### src/rtl/ff_excitation_seq_if.sv
// Target-word handshake between a stimulus source and the excitation sequencer.
// The master offers a target next-state word plus a fault-inject flag.
// The slave accepts the word while in_ready is high.
interface ff_excitation_seq_if #(
    parameter int WIDTH = 4
);
    logic             in_valid;
    logic             in_ready;
    logic [WIDTH-1:0] target;
    logic             inject;

    modport master (
        output in_valid,
        output target,
        output inject,
        input  in_ready
    );

    modport slave (
        input  in_valid,
        input  target,
        input  inject,
        output in_ready
    );
endinterface

### src/rtl/ff_excitation_seq.sv
// Excitation-table sequencer: converts each accepted target next-state word
// into S/R, J/K, D and T excitations for four parallel flip-flop banks.
// It clocks the banks from their own present state, then checks that every
// bank reached the target.
// Banks are never forced to the target, so an injected T-bank fault stays in
// q_t until a later excitation, computed from the real q_t, corrects it.
module ff_excitation_seq #(
    parameter int WIDTH = 4,
    parameter int ERRW  = 8
) (
    input  logic                   clk,
    input  logic                   reset,
    ff_excitation_seq_if.slave     bus,
    output logic [WIDTH-1:0]       q_sr,
    output logic [WIDTH-1:0]       q_jk,
    output logic [WIDTH-1:0]       q_d,
    output logic [WIDTH-1:0]       q_t,
    output logic                   done,
    output logic                   match,
    output logic [ERRW-1:0]        err_count
);

    typedef enum logic [1:0] {
        IDLE = 2'd0,
        EXC  = 2'd1,
        UPD  = 2'd2,
        CHK  = 2'd3
    } state_t;

    state_t           state;
    logic             in_ready_r;
    logic [WIDTH-1:0] tgt;
    logic             inj;

    // Excitation registers, loaded in EXC and consumed in UPD.
    logic [WIDTH-1:0] ex_s, ex_r, ex_j, ex_k, ex_d, ex_t;

    // Fault mask: only the T bank bit 0 is ever disturbed.
    logic [WIDTH-1:0] inj_mask;
    logic             all_match;

    assign inj_mask     = {{(WIDTH-1){1'b0}}, inj};
    assign all_match    = (q_sr == tgt) && (q_jk == tgt) && (q_d == tgt) && (q_t == tgt);
    assign bus.in_ready = in_ready_r;

    // Sequencer FSM: capture, excite, clock the banks, then check and report.
    always_ff @(posedge clk or posedge reset) begin
        if (reset) begin
            state      <= IDLE;
            in_ready_r <= 1'b1;
            tgt        <= '0;
            inj        <= 1'b0;
            ex_s       <= '0;
            ex_r       <= '0;
            ex_j       <= '0;
            ex_k       <= '0;
            ex_d       <= '0;
            ex_t       <= '0;
            q_sr       <= '0;
            q_jk       <= '0;
            q_d        <= '0;
            q_t        <= '0;
            done       <= 1'b0;
            match      <= 1'b0;
            err_count  <= '0;
        end else begin
            // NOTE: non-blocking assignments let every branch read the
            // pre-edge values of q_* and the excitation registers, which is
            // what makes EXC and UPD behave as separate clocked stages.
            done <= 1'b0;
            case (state)
                IDLE: begin
                    if (bus.in_valid && in_ready_r) begin
                        tgt        <= bus.target;
                        inj        <= bus.inject;
                        in_ready_r <= 1'b0;
                        state      <= EXC;
                    end
                end
                EXC: begin
                    // Don't-cares resolve to 0, so S&R and J&K stay 0.
                    ex_s  <= ~q_sr & tgt;
                    ex_r  <=  q_sr & ~tgt;
                    ex_j  <= ~q_jk & tgt;
                    ex_k  <=  q_jk & ~tgt;
                    ex_d  <= tgt;
                    ex_t  <= (q_t ^ tgt) ^ inj_mask;
                    state <= UPD;
                end
                UPD: begin
                    q_sr  <= ex_s | (q_sr & ~ex_r);
                    q_jk  <= (ex_j & ~q_jk) | (~ex_k & q_jk);
                    q_d   <= ex_d;
                    q_t   <= q_t ^ ex_t;
                    state <= CHK;
                end
                CHK: begin
                    done  <= 1'b1;
                    match <= all_match;
                    if (!all_match && (err_count != {ERRW{1'b1}})) begin
                        err_count <= err_count + 1'b1;
                    end
                    in_ready_r <= 1'b1;
                    state      <= IDLE;
                end
                // NOTE: the default arm keeps the case complete, so no
                // encoding can leave the FSM stuck or imply unintended hold logic.
                default: begin
                    in_ready_r <= 1'b1;
                    state      <= IDLE;
                end
            endcase
        end
    end

endmodule

### src/flat_wrapper.sv
// flat-port wrapper written by rule: the top's interface ports become plain ports
module ff_excitation_seq_flat 
#(
    parameter int WIDTH = 4,
    parameter int ERRW  = 8
)
  (clk, reset, q_sr, q_jk, q_d, q_t, done, match, err_count, bus_in_valid, bus_target, bus_inject, bus_in_ready);
  ff_excitation_seq_if #(.WIDTH(WIDTH)) bus_i ();
  input  logic clk;
  input  logic reset;
  output logic [WIDTH-1:0] q_sr;
  output logic [WIDTH-1:0] q_jk;
  output logic [WIDTH-1:0] q_d;
  output logic [WIDTH-1:0] q_t;
  output logic done;
  output logic match;
  output logic [ERRW-1:0] err_count;
  input wire logic [$bits(bus_i.in_valid)-1:0] bus_in_valid;
  input wire logic [$bits(bus_i.target)-1:0] bus_target;
  input wire logic [$bits(bus_i.inject)-1:0] bus_inject;
  output wire logic [$bits(bus_i.in_ready)-1:0] bus_in_ready;
  assign bus_i.in_valid = bus_in_valid;
  assign bus_i.target = bus_target;
  assign bus_i.inject = bus_inject;
  assign bus_in_ready = bus_i.in_ready;
  ff_excitation_seq #(.WIDTH(WIDTH), .ERRW(ERRW)) u_core (.clk(clk), .reset(reset), .bus(bus_i), .q_sr(q_sr), .q_jk(q_jk), .q_d(q_d), .q_t(q_t), .done(done), .match(match), .err_count(err_count));
endmodule
### config.mk
export PLATFORM = sky130hd
export DESIGN_NAME = ff_excitation_seq_flat
export DESIGN_NICKNAME = d
export VERILOG_FILES = /design/src/rtl/ff_excitation_seq_if.sv /design/src/rtl/ff_excitation_seq.sv /design/src/flat_wrapper.sv
export SDC_FILE = /design/constraint.sdc
export NUM_CORES = 1
export LEC_CHECK = 0
export ABC_AREA = 1
export CELL_PAD_IN_SITES_DETAIL_PLACEMENT = 1
export CELL_PAD_IN_SITES_GLOBAL_PLACEMENT = 2
export CORE_MARGIN = 4
export CORE_UTILIZATION = 31
export CTS_CLUSTER_DIAMETER = 60
export DETAILED_ROUTE_END_ITERATION = 12
export PLACE_DENSITY_LB_ADDON = 0.1
export SLEW_MARGIN = 0
export SYNTH_ARGS = -nofsm -noshare
export SYNTH_HDL_FRONTEND = slang
export SYNTH_SLANG_ARGS = --single-unit
### constraint.sdc
create_clock -name clk -period 1.67 [get_ports clk]
set_input_delay 0.334 -clock clk [delete_from_list [all_inputs] [get_ports clk]]
set_output_delay 0.334 -clock clk [all_outputs]
set_load 0.005 [all_outputs]
# Yosys cells after proc, flatten, opt, wreduce, memory -nomap -nowiden
# Index checks and enable logic that the tools add are counted.
op_classes:
  add_sub_neg: 1
  eq_ne: 9
  n_mux: 5
  n_bitwise: 17
  reduce_logical: 11
ops:
  columns: ["operator", "n"]
  rows:
  - ["4-bit AND", 7]
  - ["4-bit inverter", 5]
  - ["4-bit == test", 4]
  - ["8-bit by 1-bit adder with 8-bit output (second input constant)", 1]
  - ["8-bit inequality test (second input constant)", 1]
  - ["4-bit bitwise OR", 2]
  - ["2-bit one-hot mux with 4 select lines", 1]
  - ["4-bit bitwise XOR", 2]
  - ["2-bit AND reduction", 3]
  - ["1-bit logical AND", 5]
  - ["2-bit == test (second input constant)", 2]
  - ["4-bit by 1-bit bitwise XOR with 4-bit output", 1]
  - ["2-bit by 1-bit == test with 1-bit output (second input constant)", 1]
  - ["2-bit zero test", 1]
  - ["1-bit 2-to-1 mux", 2]
  - ["2-bit 2-to-1 mux", 1]
  - ["2-bit by 1-bit inequality test with 1-bit output (second input constant)", 1]
  - ["1-bit one-hot mux with 2 select lines", 1]
  - ["2-bit nonzero test", 1]
  - ["1-bit zero test", 1]
word_totals:
  ff_bits: 58
  out_inout_bits: 27
  elab_cells: 60

# Longest topological paths before layout
# Gate-level depths: netlist of run 1.
depth:
  ltp_word: 7
  depth_mapped: 11
  mapped_depth_nobuf: 10

# Least setup slack after synthesis of run 1
# Ideal clock, no wire load.
synth_path:
  path_type: "register -> register"
  from: "reg u_core.tgt[3]"
  to: "reg u_core.err_count[0]"
  setup_ps: 117
  t_arrival_ps: 1352
  required_ps: 1553
  path_slack_ps: 201
  path_stages_with_launch: 10
  path_buffers: 1
  period_less_slack_ps: 1469
  path_cell_list: "dfrtp_1 > ha_1 > nand2_1 > nor2_1 > nand2_2 > nor2_2 > nand3_2 > buf_6 > nand4_1 > nand2_1"
synth_between:
  elab_chain_len: 7
synth_lines:
  columns: ["item", "line", "text"]
  rows:
  - ["start: declaration", "ff_excitation_seq.sv:32", "logic [WIDTH-1:0] tgt;"]
  - ["start signal: assignment", "ff_excitation_seq.sv:74", "tgt <= bus.target;"]
  - ["4-bit == test", "ff_excitation_seq.sv:43", "assign all_match = (q_sr == tgt) && (q_jk == tgt) && (q_d == tgt) && (q_t == tgt);"]
  - ["1-bit logical AND (2 in a row)", "ff_excitation_seq.sv:43", null]
  - ["1-bit logical AND (*)", "ff_excitation_seq.sv:43", null]
  - ["1-bit zero test (*)", "ff_excitation_seq.sv:100", "if (!all_match && (err_count != {ERRW{1'b1}})) begin"]
  - ["1-bit logical AND (*)", "ff_excitation_seq.sv:100", null]
  - ["2-bit AND reduction (no source line) (*)", null, null]
  - ["end signal: assignment", "ff_excitation_seq.sv:101", "err_count <= err_count + 1'b1;"]
  - ["end: declaration", "ff_excitation_seq.sv:20", "output logic [ERRW-1:0] err_count"]
# Every way passes the cells marked *; elsewhere a longest branch is shown, timed or not.
# A chain may end at the register's enable or synchronous reset.

# Final worst setup path of run 1
layout_path:
  from: "reg u_core.tgt[1]"
  to: "reg u_core.err_count[3]"
# Same word-level chain as after synthesis.

==> results of run 1 <==
logic make-up (layout without fill, tap and decap cells):
logic type | Yosys count | in the layout | synth area share [%]
adder cells (fa/ha/maj) | 21 | 21 | 9.19
multiplexers | 1 | 1 | 0.394
XOR/XNOR | 11 | 11 | 3.37
flip-flops | 58 | 58 | 50.8
AO/OA/AOI/OAI | 52 | 52 | 9.62
AND/OR/NAND/NOR | 114 | 114 | 18.9
buffers and inverters | 57 | 137 | 7.79
layer usage:
| layer | wire length [um] | part of all wire (%) | vias to the layer above | global-route usage (%) |
|---|---|---|---|---|
| li1 | - | - | 1141 | - |
| met1 | 3570 | 50 | 1091 | 19.7 |
| met2 | 3200 | 45 | 32 | 20.9 |
| met3 | 245 | 3.4 | 9 | 3.72 |
| met4 | 123 | 1.7 | 0 | 5.41 |
| met5 | 0 | 0 | - | 0 |
layout make-up:
cell class | count | area share (%)
clock inverters | 6 | 2.92
well taps | 108 | 3.47
flip-flops and latches | 58 | 37.5
repair buffers | 73 | 17.0
clock buffers | 10 | 3.53
inverters | 48 | 4.79
multi-input cells | 199 | 30.9
layout by cell type (no fill, tap or decap), types with 3 or more instances in the layout:
cell type,Yosys,final
inv_1,44,43
dfrtp_2,0,5
nor2_1,10,8
inv_2,4,3
nand2_2,7,7
clkdlybuf4s50_1,0,25
xor2_1,7,7
dlymetal6s2s_1,0,4
o21ai_0,41,41
nor2_2,2,4
nand3_2,4,4
buf_4,0,35
xnor2_1,4,4
nand2_1,78,78
dlygate4sd2_1,0,5
ha_1,21,21
nand4_1,8,8
dfrtp_1,57,52
buf_6,1,3
clkinvlp_4,0,3
a21oi_1,5,5
o31ai_1,3,3
clkbuf_8,0,10
bufinv_16,0,3
final timing paths:
check                                                       end  slack, ps  cells after the start                       start
worst max register to register  u_core.err_count[3]$_DFFE_PP0P_         40                      9   u_core.tgt[1]$_DFFE_PP0P_
max in group asynchronous       u_core.bus.in_ready$_DFFE_PP1P_        940                      3                       reset
worst min-delay path                 u_core.ex_k[2]$_DFFE_PP0N_        410                      3                       reset
min in group clk                     u_core.q_jk[3]$_DFFE_PP0P_        470                      1  u_core.ex_k[3]$_DFFE_PP0N_
worst min register to register       u_core.q_jk[3]$_DFFE_PP0P_        470                      1  u_core.ex_k[3]$_DFFE_PP0N_
worst max-delay path            u_core.err_count[3]$_DFFE_PP0P_         40                      9   u_core.tgt[1]$_DFFE_PP0P_
critical path, cell delays in order, from the launching register on:
cell and delay, ps:
dfrtp_1 420, ha_1 300, nand2_1 60, nor2_2 130
nand3_2 90, nor2_2 90, nand3_2 140, buf_6 170
nand4_1 60, nand2_1 50
what timing repair did:
action	4_1_cts	5_1_grt
setup endpoints to repair	21	19
resized for setup	10	12
pin swaps	0	14
setup buffers	5	10
power by group:
group          switching [mW]  internal [mW]  total [mW]
Sequential              0.382           2.04        2.42
Clock                   0.614           1.03        1.65
Combinational            1.84           1.63        3.47
==> metrics.md, run 1 <==
| Metric | Value |
|---|---|
| Mapped Area | `between 2000 and 3000 sq um` |
| Clock latency on the worst-skew pair | `350 ps` |
| Count leader, synth | `nand2_1` |
| Most frequent cells after synthesis | `78 x nand2_1, 57 x dfrtp_1, 44 x inv_1` |
| Port bufs | `34` |
| Most frequently used flop master after synthesis | `dfrtp_1` |
| Vias in the first global route | `roughly 2300` |
| Fin crit period | `1630 ps` |
| Largest net degree at the start of global routing | `59` |
| Layout fillers | `1044` |
| Synth warnings | `0` |
| Core area | `slightly below 9000 sq um` |
| CP Max Fanout | `6` |
| Sequential element share of the synthesized area | `50.8%` |
| Die W | `104 um` |
| Syn avg cell area | `9.11 sq um` |
| Outcome | `completed` |
| DP HPWL | `between 4000 and 5000 um` |
| Overflow after GRT | `0` |
| First-pass GRT wire length | `approximately 12000 um` |
| Tightest Pin Transition | `481 ps` |
| Initial Util | `32.3%` |
| CP Capture Type | `flip-flop` |
| RSZ-0062 raised after global routing | `true` |
| Startpoint types | `flip-flop` |
| Worst hold path type | `in -> async` |
| Max Cap Viol | `0` |
| Main area contributors after synthesis | `dfrtp_1 50%, nand2_1 10%, ha_1 9.2%` |
| Synthesized instance count | `314` |
| Largest register FFs | `8` |
| Root Buffer | `clkbuf_8` |
| H-tree levels | `3` |
| Hold_buf cts | `0` |
| PnR Total Power | `7.54 mW` |
| Post-DRT Antenna Nets | `0` |
| # IOs | `35` |
| Async S/R FF share, synth | `100%` |
| Placer congestion estimate | `0.726` |
| 1st-pass router iterations | `4` |
| Clock Path Buffers | `2` |
| Syn-to-layout area delta | `36.2%` |
| CTS tree | `yes` |
| Post-Layout Cell Count | `502` |
| FF/Latch Area | `around 1500 sq um` |
| Drt wl/cell | `14.2 um` |
| # clock sinks | `58` |
| GRT Util Overall | `~14%` |
| CP arrival | `1860 ps` |
| DRC errors left | `0` |
| Die height | `104 um` |
| Top reg by flops | `u_core.err_count` |
| Slew Limit Fails | `0` |
| Finished Core Util | `between 40% and 50%` |
| Clk_skew | `7.60 ps` |
| Final period util | `97.3%` |
| TNS Setup | `0 ps` |
| Antenna cells | `0` |
| Clk pin slew, worst setup/hold paths | `70 ps` |
| CTS buffer count | `9` |
| Syn nets | `between 300 and 400` |
| Unique masters post-synth | `29` |
| Rel. slew slack | `67.9%` |
| Seq cells post-synth | `58` |
| Post-synth EDFFs | `0` |
| Critical path type | `reg -> reg` |
| Area leader, netlist | `dfrtp_1` |
| Hold Vio Cnt, Final | `0` |
| Cell Area, Placed | `3490 sq um` |
| Fraction of layout cells with a size suffix above 1 | `22.3%` |
| Multi-input logic area | `1200 sq um` |
| Fmax achieved | `0.615 GHz` |
| Post-place setup slack | `-6.19 ps` |
| Via count | `2273` |
| Num rows | `34` |
| Post-Route WL | `7130 um` |
| Number of antenna violations at the first check in global routing | `0` |
| CP required | `~1900 ps` |
| Final instance area | `3890 sq um` |
| Placed Cells | `471` |
| Hold slack | `around 410 ps` |
| Pwr dens | `1930 nW/um^2` |
| Setup violators final | `0` |
| First DRT Iteration DRCs | `slightly above 90` |
| Max VDD drop | `0.000775 V` |
| Nets | `418` |
| Area share of the largest cell type after synthesis | `49.9%` |
| Via density | `between 4 and 5` |
| Final worst slack | `roughly 45 ps` |
| Die area | `10800 sq um` |
| Leakage | `1.90 nW` |
Note: power is estimated with default switching activity, not from simulation.
==> inputs of run 2 (changes only) <==
CORE_MARGIN = not set   (was 4)
==> run 2 against run 1 <==
The flow now finishes with violations (DRC). Utilization fell by 0.34 points. Clock-buffer cell count rose by 1. Die area fell by 11%. Combinational power barely moved. Clock skew rose by 1.8 ps. Sequential power rose by 2%. Worst hold slack improved by 18 ps. Routed wire length rose by 1.9%. Clock power fell by 12%. Final cell count fell by 1.2%. Largest cell class unchanged. Global-route usage rose by 2.7 points. Register-to-register slack barely moved.
==> metrics.md, run 2 (synthesis gave the netlist of run 1 again) <==
| Metric | Value |
|---|---|
| Die area | `9610 sq um` |
| DRC errors left | `4` |
| Syn-to-layout area delta | `34.5%` |
| Leading cell type in the layout, fill and taps excluded | `nand2_1` |
| Final instance area | `3850 sq um` |
| CP Buf/Inv Count | `1` |
| Fraction of layout cells with a size suffix above 1 | `21.9%` |
| Critical path's top delay family | `buffers and inverters` |
| Port bufs | `34` |
| Hold slack | `425 ps` |
| Rel. slew slack | `~69%` |
| First-pass GRT wire length | `12300 um` |
| Die W | `a little under 100 um` |
| Largest net degree at the start of global routing | `59` |
| CP required | `1340 ps` |
| Largest register FFs | `8` |
| Core area | `8810 sq um` |
| Placer congestion estimate | `0.731` |
| Final period util | `between 90% and 100%` |
| Outcome | `finished with violations` |
| # clock sinks | `just under 60` |
| Clock latency on the worst-skew pair | `340 ps` |
| Initial Util | `32.5%` |
| Drt wl/cell | `14.6 um` |
| Hold Vio Cnt, Final | `0` |
| R2R setup slack | `30 ps` |
| TNS Setup | `0 ps` |
| Most frequent cells in the layout | `76 x nand2_1, 51 x dfrtp_1, 43 x inv_1, 41 x o21ai_0, 28 x buf_4` |
| Post-Layout Cell Count | `496` |
| RSZ-0062 raised after global routing | `true` |
| CP Capture Type | `output port` |
| Via count | `2263` |
| GRT Util Overall | `16.8%` |
| Clock Path Buffers | `2` |
| Antenna cells | `0` |
| Startpoint types | `flip-flop` |
| Multi-input logic area | `1220 sq um` |
| CP Max Fanout | `4` |
| Worst hold path type | `in -> async` |
| Clk pin slew, worst setup/hold paths | `70 ps` |
| Critical path type | `reg -> out` |
| Clk_skew | `9.43 ps` |
| H-tree levels | `3` |
| DP HPWL | `5110 um` |
| Post-DRT Antenna Nets | `0` |
| # IOs | `35` |
| Overflow after GRT | `0` |
| Post-Route WL | `7260 um` |
| Fin crit period | `approximately 1600 ps` |
| Placed Cells | `~470` |
| FF/Latch Area | `~1500 sq um` |
| Slew Limit Fails | `0` |
| Num rows | `34` |
| Max Cap Viol | `0` |
| Root Buffer | `clkbuf_8` |
| CP arrival | `1320 ps` |
| Max VDD drop | `0.000781 V` |
| Setup violators final | `0` |
| Layout fillers | `1018` |
| CTS buffer count | `9` |
| CTS tree | `yes` |
| Leakage | `1.87 nW` |
| Top reg by flops | `u_core.err_count` |
| Via density | `4.56` |
| Nets | `412` |
| Die height | `just under 100 um` |
| Failing checks | `DRC` |
| Vias in the first global route | `2382` |
| Cell Area, Placed | `3510 sq um` |
| Crit path cell chain | `clkdlybuf4s50_1` |
| Number of antenna violations at the first check in global routing | `0` |
| First DRT Iteration DRCs | `95` |
| PnR Total Power | `between 7 and 8 mW` |
| 1st-pass router iterations | `8` |
| Critical path's slowest cell | `clkdlybuf4s50_1` |
| Fmax achieved | `0.606 GHz` |
| Tightest Pin Transition | `459 ps` |
| Crit path largest cell delay | `540 ps` |
| Pwr dens | `1930 nW/um^2` |
-- run 2: cell types whose count changed in the layout (fill, tap and decap cells not counted), moves of 2 or more --
| cell | delta |
|---|---|
| clkinv_2 | +2 |
| dlymetal6s2s_1 | +2 |
| ha_1 | -2 |
| nand2_2 | +2 |
| ha_4 | +2 |
| buf_4 | -7 |
| nand2_1 | -2 |
| dlygate4sd2_1 | -3 |
-- run 2: path summary, 6_finish.rpt --
path	cells after the start	endpoint	startpoint
max in group asynchronous	3	u_core.bus.in_ready$_DFFE_PP1P_	reset
min in group clk	1	u_core.q_jk[3]$_DFFE_PP0P_	u_core.ex_k[3]$_DFFE_PP0N_
worst max-delay path	1	err_count[7]	u_core.err_count[7]$_DFFE_PP0P_
worst max register to register	9	u_core.err_count[4]$_DFFE_PP0P_	u_core.tgt[3]$_DFFE_PP0P_
worst min register to register	1	u_core.q_jk[3]$_DFFE_PP0P_	u_core.ex_k[3]$_DFFE_PP0N_
worst min-delay path	3	u_core.state[1]$_DFFE_PP0P_	reset
-- run 2: repair_timing --
action / in CTS / in global routing
pin swaps: 0 / 3
buffers inserted: 3 / 3
setup endpoints to repair: 14 / 23
gates resized for setup: 10 / 14
hold buffers: 0 / 0
-- run 2: power by group --
group / switching [mW] / internal (mW) / total [mW]
clock: 0.572 / 0.876 / 1.45
combinational: 1.83 / 1.66 / 3.48
sequential: 0.435 / 2.04 / 2.48
total: 2.83 / 4.57 / 7.41
-- run 2: area by class of cell --
type                            count  share of cell area (%)
Clock inverter                      5                    2.02
Multi-Input combinational cell    199                    31.7
Inverter                           48                    4.78
Tap cell                          108                    3.51
Clock buffer                       11                    3.68
Sequential cell                    58                    38.0
Timing Repair Buffer               67                    16.3
-- run 2: metrics by stage --
step           worst slack, ps  util [%]
6_report                  20.4      43.7
3_5_place_dp             -84.2      39.9
2_1_floorplan              201         -
5_1_grt                  -68.2      43.7
4_1_cts                  -5.74      42.9
3_3_place_gp             -26.1      39.9
-- run 2: routing by layer --
layer  share of wire (%)  wire (um)  track usage (%)  up-vias
met4                 1.5        106             5.94        0
met5                   0          0                0        -
met1                  50       3630             22.4     1096
li1                    -          -                -     1126
met2                  46       3310             26.8       31
met3                 2.9        214             3.79       10
==> inputs of run 3 (changes only) <==
PLACE_DENSITY = 0.77   (was not set)
PLACE_DENSITY_LB_ADDON = not set   (was 0.1)
==> run 3 against run 2 <==
The run still ends with DRC left. First-iteration DRC count fell by 41%. Via count rose by 2.2%. Power fell by 4.2%. Fmax fell by 0.45%. Setup slack got worse by 7.4 ps. Global-route usage fell by 0.41 points. Utilization fell by 0.18 points. Design area fell by 0.42%. Die area did not move. Critical endpoint is now err_count[4]. Highest routed layer unchanged.
==> metrics.md, run 3 (synthesis gave the netlist of run 1 again) <==
| Metric | Value |
|---|---|
| Max Cap Viol | `0` |
| Overflow after GRT | `0` |
| Rel. slew slack | `roughly two thirds` |
| 1st-pass router iterations | `8` |
| Critical path's top delay family | `buffers and inverters` |
| Die height | `just under 100 um` |
| Most frequent cells in the layout | `75 x nand2_1, 50 x dfrtp_1, 43 x inv_1, 41 x o21ai_0, 31 x buf_4` |
| First DRT Iteration DRCs | `56` |
| Drt wl/cell | `approximately 14 um` |
| Pwr dens | `~1900 nW/um^2` |
| Critical path's slowest cell | `clkdlybuf4s50_1` |
| # clock sinks | `58` |
| Core area | `between 8000 and 9000 sq um` |
| Clk_skew | `3.65 ps` |
| Leading cell type in the layout, fill and taps excluded | `nand2_1` |
| H-tree levels | `3` |
| Post-Layout Cell Count | `approximately 500` |
| RSZ-0062 raised after global routing | `true` |
| Die area | `9610 sq um` |
| Crit path cell chain | `clkdlybuf4s50_1` |
| Post-DRT Antenna Nets | `0` |
| Max VDD drop | `0.000626 V` |
| Vias in the first global route | `2347` |
| Num rows | `34` |
| CP required | `between 1000 and 1500 ps` |
| Slew Limit Fails | `0` |
| Via density | `4.67` |
| Layout fillers | `1011` |
| Syn-to-layout area delta | `33.9%` |
| Post-Route WL | `a little over 7000 um` |
| CP Max Fanout | `5` |
| Startpoint types | `flip-flop` |
| Hold_buf cts | `0` |
| Outcome | `finished with violations` |
| Critical path type | `reg -> out` |
| Via count | `2313` |
| Placed Cells | `472` |
| DRC errors left | `2` |
| Number of antenna violations at the first check in global routing | `0` |
| Failing checks | `DRC` |
| CP Buf/Inv Count | `1` |
| Worst hold path type | `in -> async` |
| Fin crit period | `1660 ps` |
| Largest register FFs | `8` |
| CP Capture Type | `output port` |
| CTS tree | `yes` |
| DP HPWL | `4830 um` |
| Setup violators final | `0` |
| Nets | `412` |
| GRT Util Overall | `16.4%` |
| Clock Path Buffers | `2` |
| Leakage | `1.84 nW` |
| Crit path largest cell delay | `530 ps` |
| Fmax achieved | `0.603 GHz` |
| Clk pin slew, worst setup/hold paths | `70 ps` |
| First-pass GRT wire length | `12000 um` |
| Tightest Pin Transition | `528 ps` |
| Antenna cells | `0` |
| Top reg by flops | `u_core.err_count` |
| Root Buffer | `clkbuf_8` |
| Final period util | `99.2%` |
| CP arrival | `about 1300 ps` |
| Die W | `98.1 um` |
| Hold Vio Cnt, Final | `0` |
| Clock latency on the worst-skew pair | `340 ps` |
| Port bufs | `34` |
| Placer congestion estimate | `0.752` |
| Hold slack | `415 ps` |
| Fraction of layout cells with a size suffix above 1 | `22.5%` |
| CTS buffer count | `9` |
| PnR Total Power | `7.09 mW` |
| # IOs | `35` |
| Initial Util | `around 32%` |
| Largest net degree at the start of global routing | `slightly below 60` |
[run 3: cell types whose count changed in the layout (fill, tap and decap cells not counted), sizes merged]
cell and delta:
nand3 +1, dlymetal6s2s -1, clkdlybuf4s50 -2, clkinvlp -1, dlygate4sd2 +3, bufinv -2
clkbuf +1, buf -1, clkinv +1
[run 3: power by group]
group | total (mW) | leakage, nW | internal [mW] | switching, mW
sequential | 2.46 | 0.717 | 2.04 | 0.412
clock | 1.16 | 0.0920 | 0.603 | 0.561
combinational | 3.47 | 1.03 | 1.61 | 1.86
total | 7.09 | 1.84 | 4.26 | 2.84
[run 3: timing repair]
action,4_1_cts,5_1_grt
pin swaps,0,9
buffers inserted,2,5
cloned,0,1
resized for setup,10,19
endpoints found under the setup margin,19,21
[run 3: final cells by class]
type,count,area (sq um),area share [%]
clock buffers,12,155,4.05
multi-input cells,200,1280,33.4
inverters,48,184,4.80
well taps,108,135,3.53
flip-flops and latches,58,1460,38.2
repair buffers,66,599,15.6
clock inverters,3,15.0,0.392
[run 3: final timing paths]
kind,depth (start not counted),start,slack [ps],to
min in group clk,1,u_core.ex_k[3]$_DFFE_PP0N_,470,u_core.q_jk[3]$_DFFE_PP0P_
worst max register to register,9,u_core.tgt[1]$_DFFE_PP0P_,50,u_core.err_count[5]$_DFFE_PP0P_
worst min register to register,1,u_core.ex_k[3]$_DFFE_PP0N_,470,u_core.q_jk[3]$_DFFE_PP0P_
worst max-delay path,1,u_core.err_count[4]$_DFFE_PP0P_,10,err_count[4]
worst min-delay path,3,reset,420,u_core.q_sr[2]$_DFFE_PP0P_
max in group asynchronous,3,reset,940,u_core.bus.in_ready$_DFFE_PP1P_
[run 3: metal layers]
metal / up-vias / track usage (%) / wire length (um)
met1: 1136 / 21.4 / 3380
met4: 0 / 8.04 / 140
met5: - / 0 / 0
li1: 1128 / - / -
met2: 38 / 25.6 / 3290
met3: 11 / 3.65 / 265
[run 3: worst register-to-register path: stages, from the launching register on]
cell	delay [ps]
dfrtp_1	430
ha_4	290
nand2_2	40
nor2_1	110
nand3_1	120
nor2_4	160
nand3_4	140
nand3_4	140
nand2_1	80
nand2_1	50
[run 3: stage by stage]
step	setup TNS (ps)	cell area, sq um	util [%]	worst slack [ps]
floorplan	0	2860	-	201
global placement	-259	3500	39.7	-37.1
detailed placement	-672	3500	39.7	-99.1
CTS	0	3690	42.0	1.37
global route	-402	3830	43.5	-52.6
finish	0	3830	43.5	12.9
